**src/rtl/seq_detect_arb.sv**
```systemverilog
// Round-robin arbiter that lends one serial sequence detector to N_CH requesters:
// clears it, shifts the granted word in MSB-first and returns the match count.
module seq_detect_arb #(
    parameter int unsigned N_CH  = 4,
    parameter int unsigned WIDTH = 8,
    parameter int unsigned CNT_W = 4
) (
    input  logic                    clk,
    input  logic                    rst,
    input  logic [N_CH-1:0]         req,
    input  logic [N_CH*WIDTH-1:0]   word,
    output logic [N_CH-1:0]         gnt,
    output logic                    busy,
    output logic                    done,
    output logic [N_CH-1:0]         done_ch,
    output logic [CNT_W-1:0]        done_cnt,
    output logic                    det_din,
    output logic                    det_rst_n,
    input  logic                    det_flag
);

    localparam int unsigned PTR_W = (N_CH > 1) ? $clog2(N_CH) : 1;
    localparam int unsigned BIT_W = $clog2(WIDTH);
    localparam logic [CNT_W-1:0] CNT_MAX = '1;

    typedef enum logic [2:0] {
        S_IDLE,
        S_CLR,
        S_SHIFT,
        S_DRAIN,
        S_DONE
    } state_t;

    state_t             state_q, state_d;
    logic [PTR_W-1:0]   ptr_q, ptr_d;
    logic [PTR_W-1:0]   sel_q, sel_d;
    logic [WIDTH-1:0]   sreg_q, sreg_d;
    logic [BIT_W-1:0]   bcnt_q, bcnt_d;
    logic [CNT_W-1:0]   mcnt_q, mcnt_d, mcnt_inc;
    logic [N_CH-1:0]    gnt_d, done_ch_d;
    logic [CNT_W-1:0]   done_cnt_d;
    logic               busy_d, done_d, det_din_d, det_rst_n_d;
    logic               found;
    logic [PTR_W-1:0]   pick;

    // First requesting channel above the pointer, wrapping around.
    always_comb begin
        int unsigned idx;
        idx   = 0;
        found = 1'b0;
        pick  = ptr_q;
        for (int unsigned i = 1; i <= N_CH; i++) begin
            idx = (32'(ptr_q) + i) % N_CH;
            if (!found && req[PTR_W'(idx)]) begin
                found = 1'b1;
                pick  = PTR_W'(idx);
            end
        end
    end

    assign mcnt_inc = (mcnt_q == CNT_MAX) ? mcnt_q : mcnt_q + 1'b1;

    // Next state plus the values every registered output takes next cycle.
    always_comb begin
        state_d     = state_q;
        ptr_d       = ptr_q;
        sel_d       = sel_q;
        sreg_d      = sreg_q;
        bcnt_d      = bcnt_q;
        mcnt_d      = mcnt_q;
        gnt_d       = '0;
        done_d      = 1'b0;
        done_ch_d   = '0;
        done_cnt_d  = '0;
        det_din_d   = 1'b0;
        det_rst_n_d = 1'b1;

        case (state_q)
            S_IDLE: begin
                if (found) begin
                    state_d      = S_CLR;
                    sel_d        = pick;
                    ptr_d        = pick;
                    sreg_d       = word[32'(pick)*WIDTH +: WIDTH];
                    gnt_d[pick]  = 1'b1;
                    det_rst_n_d  = 1'b0;
                end
            end
            S_CLR: begin
                state_d   = S_SHIFT;
                mcnt_d    = '0;
                bcnt_d    = '0;
                det_din_d = sreg_q[WIDTH-1];
                sreg_d    = {sreg_q[WIDTH-2:0], 1'b0};
            end
            S_SHIFT: begin
                // The flag seen in the first shift cycle belongs to the cleared detector.
                if (bcnt_q != '0 && det_flag) begin
                    mcnt_d = mcnt_inc;
                end
                if (bcnt_q == BIT_W'(WIDTH - 1)) begin
                    state_d = S_DRAIN;
                end else begin
                    bcnt_d    = bcnt_q + 1'b1;
                    det_din_d = sreg_q[WIDTH-1];
                    sreg_d    = {sreg_q[WIDTH-2:0], 1'b0};
                end
            end
            S_DRAIN: begin
                state_d          = S_DONE;
                mcnt_d           = det_flag ? mcnt_inc : mcnt_q;
                done_d           = 1'b1;
                done_ch_d[sel_q] = 1'b1;
                done_cnt_d       = det_flag ? mcnt_inc : mcnt_q;
            end
            S_DONE: begin
                state_d = S_IDLE;
            end
            default: begin
                state_d = S_IDLE;
            end
        endcase

        busy_d = (state_d != S_IDLE);
    end

    always_ff @(posedge clk) begin
        if (rst) begin
            state_q   <= S_IDLE;
            ptr_q     <= PTR_W'(N_CH - 1);
            sel_q     <= '0;
            sreg_q    <= '0;
            bcnt_q    <= '0;
            mcnt_q    <= '0;
            gnt       <= '0;
            busy      <= 1'b0;
            done      <= 1'b0;
            done_ch   <= '0;
            done_cnt  <= '0;
            det_din   <= 1'b0;
            det_rst_n <= 1'b0;
        end else begin
            state_q   <= state_d;
            ptr_q     <= ptr_d;
            sel_q     <= sel_d;
            sreg_q    <= sreg_d;
            bcnt_q    <= bcnt_d;
            mcnt_q    <= mcnt_d;
            gnt       <= gnt_d;
            busy      <= busy_d;
            done      <= done_d;
            done_ch   <= done_ch_d;
            done_cnt  <= done_cnt_d;
            det_din   <= det_din_d;
            det_rst_n <= det_rst_n_d;
        end
    end

endmodule
```
**config.mk**
```make
export PLATFORM = sky130hd
export DESIGN_NAME = seq_detect_arb
export DESIGN_NICKNAME = d
export VERILOG_FILES = /design/src/rtl/seq_detect_arb.sv
export SDC_FILE = /design/constraint.sdc
export NUM_CORES = 1
export LEC_CHECK = 0
export BUFFER_PORTS_ARGS = -buffer_cell sky130_fd_sc_hd__buf_2
export CAP_MARGIN = 20
export CORE_MARGIN = 8
export CORE_UTILIZATION = 35
export DETAILED_ROUTE_END_ITERATION = 8
export PLACE_DENSITY = 0.54
export RECOVER_POWER = 25
export SKIP_CTS_REPAIR_TIMING = 1
export SYNTH_ARGS = -nofsm -noshare
export SYNTH_HDL_FRONTEND = slang
export SYNTH_SLANG_ARGS = --single-unit
```
**constraint.sdc**
```tcl
create_clock -name clk -period 2.25 [get_ports clk]
set_clock_uncertainty 0.1 [all_clocks]
set_input_delay 0.45 -clock clk [delete_from_list [all_inputs] [get_ports clk]]
set_output_delay 0.45 -clock clk [all_outputs]
set_load 0.05 [all_outputs]
```
* Word level (Yosys, flattened, before mapping)
Cells that the tools add are included.
** Storage, ports and cells
- Logic and storage cells :: 97
- Register bits after elaboration :: 38
- Input port bits :: 39
- Output and inout port bits :: 16
** Cells by class
- Reduce and logical (&&, ||, !) cells :: 21
- Order comparisons :: 8
- Eq/ne operators :: 8
- Bitwise operators :: 3
- Add/sub/neg operators :: 6
- Mux-type cells :: 37
- Shifts and indexed selects :: 1
** Operator list (count)
- variable part select 32 x 6 -> 8 bit :: 1
- one-hot mux 8 bit (3 select lines) :: 1
- < comparator 2 x 3 -> 1 bit, second input constant :: 6
- two-way mux 8 bit :: 2
- two-way mux 1 bit :: 14
- two-way mux 4 bit :: 3
- one-hot mux 3 bit (4 select lines) :: 1
- one-hot mux 4 bit (3 select lines) :: 1
- nonzero test 3 bit :: 4
- two-way mux 3 bit :: 3
- binary-select mux 1 bit (select 2 bit) :: 4
- two-way mux 2 bit :: 4
- == test 3 x 2 -> 1 bit, second input constant :: 2
- logical AND 1 bit :: 6
- inequality test 2 bit, second input constant :: 3
- one-hot mux 3 bit (2 select lines) :: 1
- AND reduction 2 bit :: 3
- adder 2 x 1 -> 2 bit, second input constant :: 2
- adder 2 bit, second input constant :: 2
- adder 4 x 1 -> 4 bit, second input constant :: 1
- demux 1 bit (select 2 bit) :: 2
- == test 4 bit, second input constant :: 1
- >= comparator 2 x 1 -> 1 bit, second input constant :: 2
- adder 3 x 1 -> 3 bit, second input constant :: 1
- other kinds (10) :: 14

* Depth between registers and ports, before layout
- Word-level depth :: 17
- Depth in mapped cells :: 8

* Worst setup path before layout
Ideal clock, no wire load.
- Kind :: input to register
- Start point :: input port req[2]
- End point :: register sreg_q[2]
- Arrival time :: 1.785 ns
- Stages on the path :: 7
- Data required time :: 2.033 ns
- Path slack :: 0.248 ns
- Cells stage by stage :: nand2b_1 a21oi_1 or3_1 buf_2 buf_6 a211o_1 a32o_1
** On the way
- Cells in the longest elaborated chain, start to end :: 15
** RTL lines
- from (decl) :: line 10 : input logic [N_CH-1:0] req,
- binary-select mux 1 bit (select 2 bit) :: line 54 : if (!found && req[PTR_W'(idx)]) begin
- two-way mux 1 bit (implied by the code) :: line 54
- two-way mux 1 bit :: line 54
- zero test 1 bit :: line 54
- logical AND 1 bit :: line 54
- two-way mux 1 bit :: line 54
- zero test 1 bit :: line 54
- logical AND 1 bit :: line 54
- two-way mux 1 bit :: line 54
- zero test 1 bit :: line 54
- logical AND 1 bit :: line 54
- two-way mux 2 bit :: line 54
- variable part select 32 x 6 -> 8 bit :: line 84 : sreg_d = word[32'(pick)*WIDTH +: WIDTH];
- two-way mux 8 bit :: line 80 : if (found) begin
- one-hot mux 8 bit (3 select lines) :: line 78 : case (state_q)
- to (signal assigned) :: line 146 : sreg_q <= sreg_d;
- to (decl) :: line 37 : logic [WIDTH-1:0] sreg_q, sreg_d;
Several ways; a longest one is shown, not always the timed one. The select of a mux whose other input is x is not followed.
A chain may end at the register's enable or synchronous reset.

* Worst setup path in the final report
- Start point :: register ptr_q[0]
- End point :: register sreg_q[1]
** On the way
- Cells in the longest elaborated chain, start to end :: 16
** RTL lines
- from (decl) :: line 35 : logic [PTR_W-1:0] ptr_q, ptr_d;
- from (signal assigned) :: line 130 : ptr_q <= PTR_W'(N_CH - 1);
- from (signal assigned) :: line 144 : ptr_q <= ptr_d;
- adder 2 x 1 -> 2 bit :: line 53 : idx = (32'(ptr_q) + i) % N_CH;
- binary-select mux 1 bit (select 2 bit) :: line 54
- two-way mux 1 bit (implied by the code) :: line 54
- two-way mux 1 bit :: line 54
- zero test 1 bit :: line 54
- logical AND 1 bit :: line 54
- two-way mux 1 bit :: line 54
- zero test 1 bit :: line 54
- logical AND 1 bit :: line 54
- two-way mux 1 bit :: line 54
- zero test 1 bit :: line 54
- logical AND 1 bit :: line 54
- two-way mux 2 bit :: line 54
- variable part select 32 x 6 -> 8 bit :: line 84
- two-way mux 8 bit :: line 80
- one-hot mux 8 bit (3 select lines) :: line 78
Several ways; a longest one is shown, not always the timed one. The select of a mux whose other input is x is not followed.

==> impl_metrics.ini <==
[logic_synthesis]
yosysSeqAreaShare = 0.380
synth_top_area_cell = dfxtp_1
post-synth-top-area-fraction = 0.380
syn_inst = 228
synth_nets = 271
synth.distinct_cells = 46
synth-main-ff-cell = dfxtp_1
synth_area_sq_mm = 0.00200
synthTopCellsByArea = dfxtp_1 (38%), nor4b_1 (7.0%), a211o_1 (6.1%)
synth_edf_count = 0
yosysMostFrequentCell = dfxtp_1
synth.ff_latch_count = 38
ys_async_sr_fraction = 0
synth_area_per_cell_sq_um = 8.78
ys_warn_count = 0
ys_top_cells_by_count = dfxtp_1 (38), nor2_1 (24), nor3_1 (17)

[critical_path]
cpMaxStageDelayCell = or3_1
path_buf_inv = 2
crit_path_end_kind = flip-flop
cp_cell_sequence = nor3b_2 > buf_4 > or3_1 > buf_4 > a211o_1 > a32o_1
reg2reg_slack_ns = 0.20
required_ns = 2.33
critical_path_class = flip-flop to flip-flop
cpPeakStageDelay_ns = 0.45
worst_ep_arrival_time_ns = 2.13
path_delay_family = simple AND/OR/NAND/NOR gates
worstPathMaxFanout = 18
startpoint_type = flip-flop
cp_common_cell = buf_4

[sta]
relSlewSlack = 0.434
worstMarginPinSlew_ns = 0.849
hold_viol_final = 0
setup_violations = 0
setup_tns_ns = 0
fmax_mhz = 488
timing.final.crit_share = 0.911
period_needed_ns = 2.05
drv_slew = 0
rsz0062_at_grt = no
setup_slack_ns = 0.201

[clock_network]
cts_tree = built
cts_sinks = 38
ctsHtreeMaxLevel = 2
cts_made_buffers = 5
clk_path_buf_depth = 2
cts_root_buf = clkbuf_8
clkLatencyLatePin_ns = 0.29
path_clk_slew_ns = 0.08

[global_routing]
grt_pass1_vias = 1999
overflow = 0
track_usage = 0.128
grt.busiest_layer = met2
gr-usage-met3 = 0.0424
grtUsageMet2 = 0.223
antenna_found_initial = 0
grt_pass1_wl_um = 9010
grt_max_degree = 21
use_met1 = 0.146

[power]
ir_worst_vdd_mv = 0.484
p_sw_frac = 0.343
pwr-share-clk = 0.276
switchingPower_mw = 0.905
p_seq_frac = 0.334
power_density_mw_per_mm2 = 1040
combPwrFrac = 0.390
power_leakage_nw = 1.08
p_int_mw = 1.73

[placed_design]
dp_hpwl_um = 4030
dp.cells = 355
gp_congestion = 0.829
dp_slack_ns = 0.0713
io_buffers = 54

[cells_and_area]
area_growth_pct = 26.9
antennaDiodeCount = 0
nets = 333
drive_above_1_share = 0.265
fillers = 569
fin_cells = 363

[routing]
drc = 0
wl_um = 5230
drt-pass1-iter-count = 4
via_per_inst = 5.35
wl_per_cell_um = 14.4
drt-initial-drc-count = 72
drtAntennaViolNets = 0
vias = 1942

[floorplan]
die_x_um = 91.6
num_rows = 27
die_h_um = 91.6
dieArea_sq_mm = 0.00840
core_area_sq_mm = 0.00551
pin_count = 55
start_util = 0.364

[flow_run]
max_cap_viol_count = 0

[status]
status = completed

[hold_path]
hold_class = input pin to flip-flop
stage by stage:
stage / cell area [sq um] / util / hold slack [ns] / power (mW)
floorplan: 2000 / - / 0.334 / 1.65
global placement: 2420 / 0.439 / 0.361 / 1.93
detailed placement: 2420 / 0.439 / 0.356 / 1.93
CTS: 2560 / 0.465 / 0.347 / 2.66
global route: 2540 / 0.461 / 0.350 / 2.83
finish: 2540 / 0.461 / 0.354 / 2.64
sequential cells by signal, summed over array words and instances (netlist names):
| name | flops |
|---|---|
| bcnt_q | 3 |
| busy | 1 |
| det_din | 1 |
| det_rst_n | 1 |
| done | 1 |
| done_ch | 4 |
| done_cnt | 4 |
| gnt | 4 |
| mcnt_q | 4 |
| ptr_q | 2 |
| sel_q | 2 |
| sreg_q | 8 |
| state_q | 3 |
layout by cell type, fill, tap and decap left out, types with 5 or more instances in the layout:
cell	synthesis	routed
o21ai_0	6	6
inv_1	8	8
dfxtp_1	38	38
buf_4	0	14
nor4_1	6	6
clkbuf_1	9	9
a21oi_1	11	11
buf_2	5	48
nor2_1	24	24
nor3_1	17	17
nor4b_1	16	16
clkbuf_8	0	6
nand2_1	5	5
a211o_1	14	14
nand2b_1	7	7
nand3_1	6	6
a32o_1	7	7
final timing paths:
path             start          end  depth (start not counted)
max reg2reg   ptr_q[0]    sreg_q[1]                          6
max           ptr_q[0]    sreg_q[1]                          6
min reg2reg  sreg_q[6]    sreg_q[6]                          1
min           det_flag  done_cnt[2]                          2
metal layers:
layer  vias to the layer above  routed length (um)
li1                        987                   -
met1                       909                2340
met2                        40                2560
met3                         6                 282
met4                         0                  38
met5                         -                   0
cell families (layout without fill, tap and decap cells):
kind of cell / after synthesis / after routing / synth area share
simple gates: 102 / 102 / 0.298
compound gates: 55 / 55 / 0.213
flops: 38 / 38 / 0.380
buf+inv: 25 / 88 / 0.0612
fa+ha+maj: 4 / 4 / 0.0250
xor+xnor: 2 / 2 / 0.0125
mux: 2 / 2 / 0.0100
area by class of cell:
cell class	count	area [sq um]	share of cell area
clock buffers	6	82.6	0.0325
clock inverters	2	60.1	0.0236
inverters	8	30.0	0.0118
multi-input cells	165	1120	0.440
flip-flops and latches	38	761	0.299
well taps	72	90.1	0.0355
repair buffers	72	399	0.157
power groups by stage:
stage	clock (mW)	combinational, mW	sequential, mW
2_1_floorplan	0	0.694	0.959
3_3_place_gp	0	1.03	0.900
3_5_place_dp	0	1.03	0.899
4_1_cts	0.745	1.04	0.882
5_1_grt	0.787	1.14	0.903
6_report	0.727	1.03	0.882
Note: power is estimated with default switching activity, not from simulation.
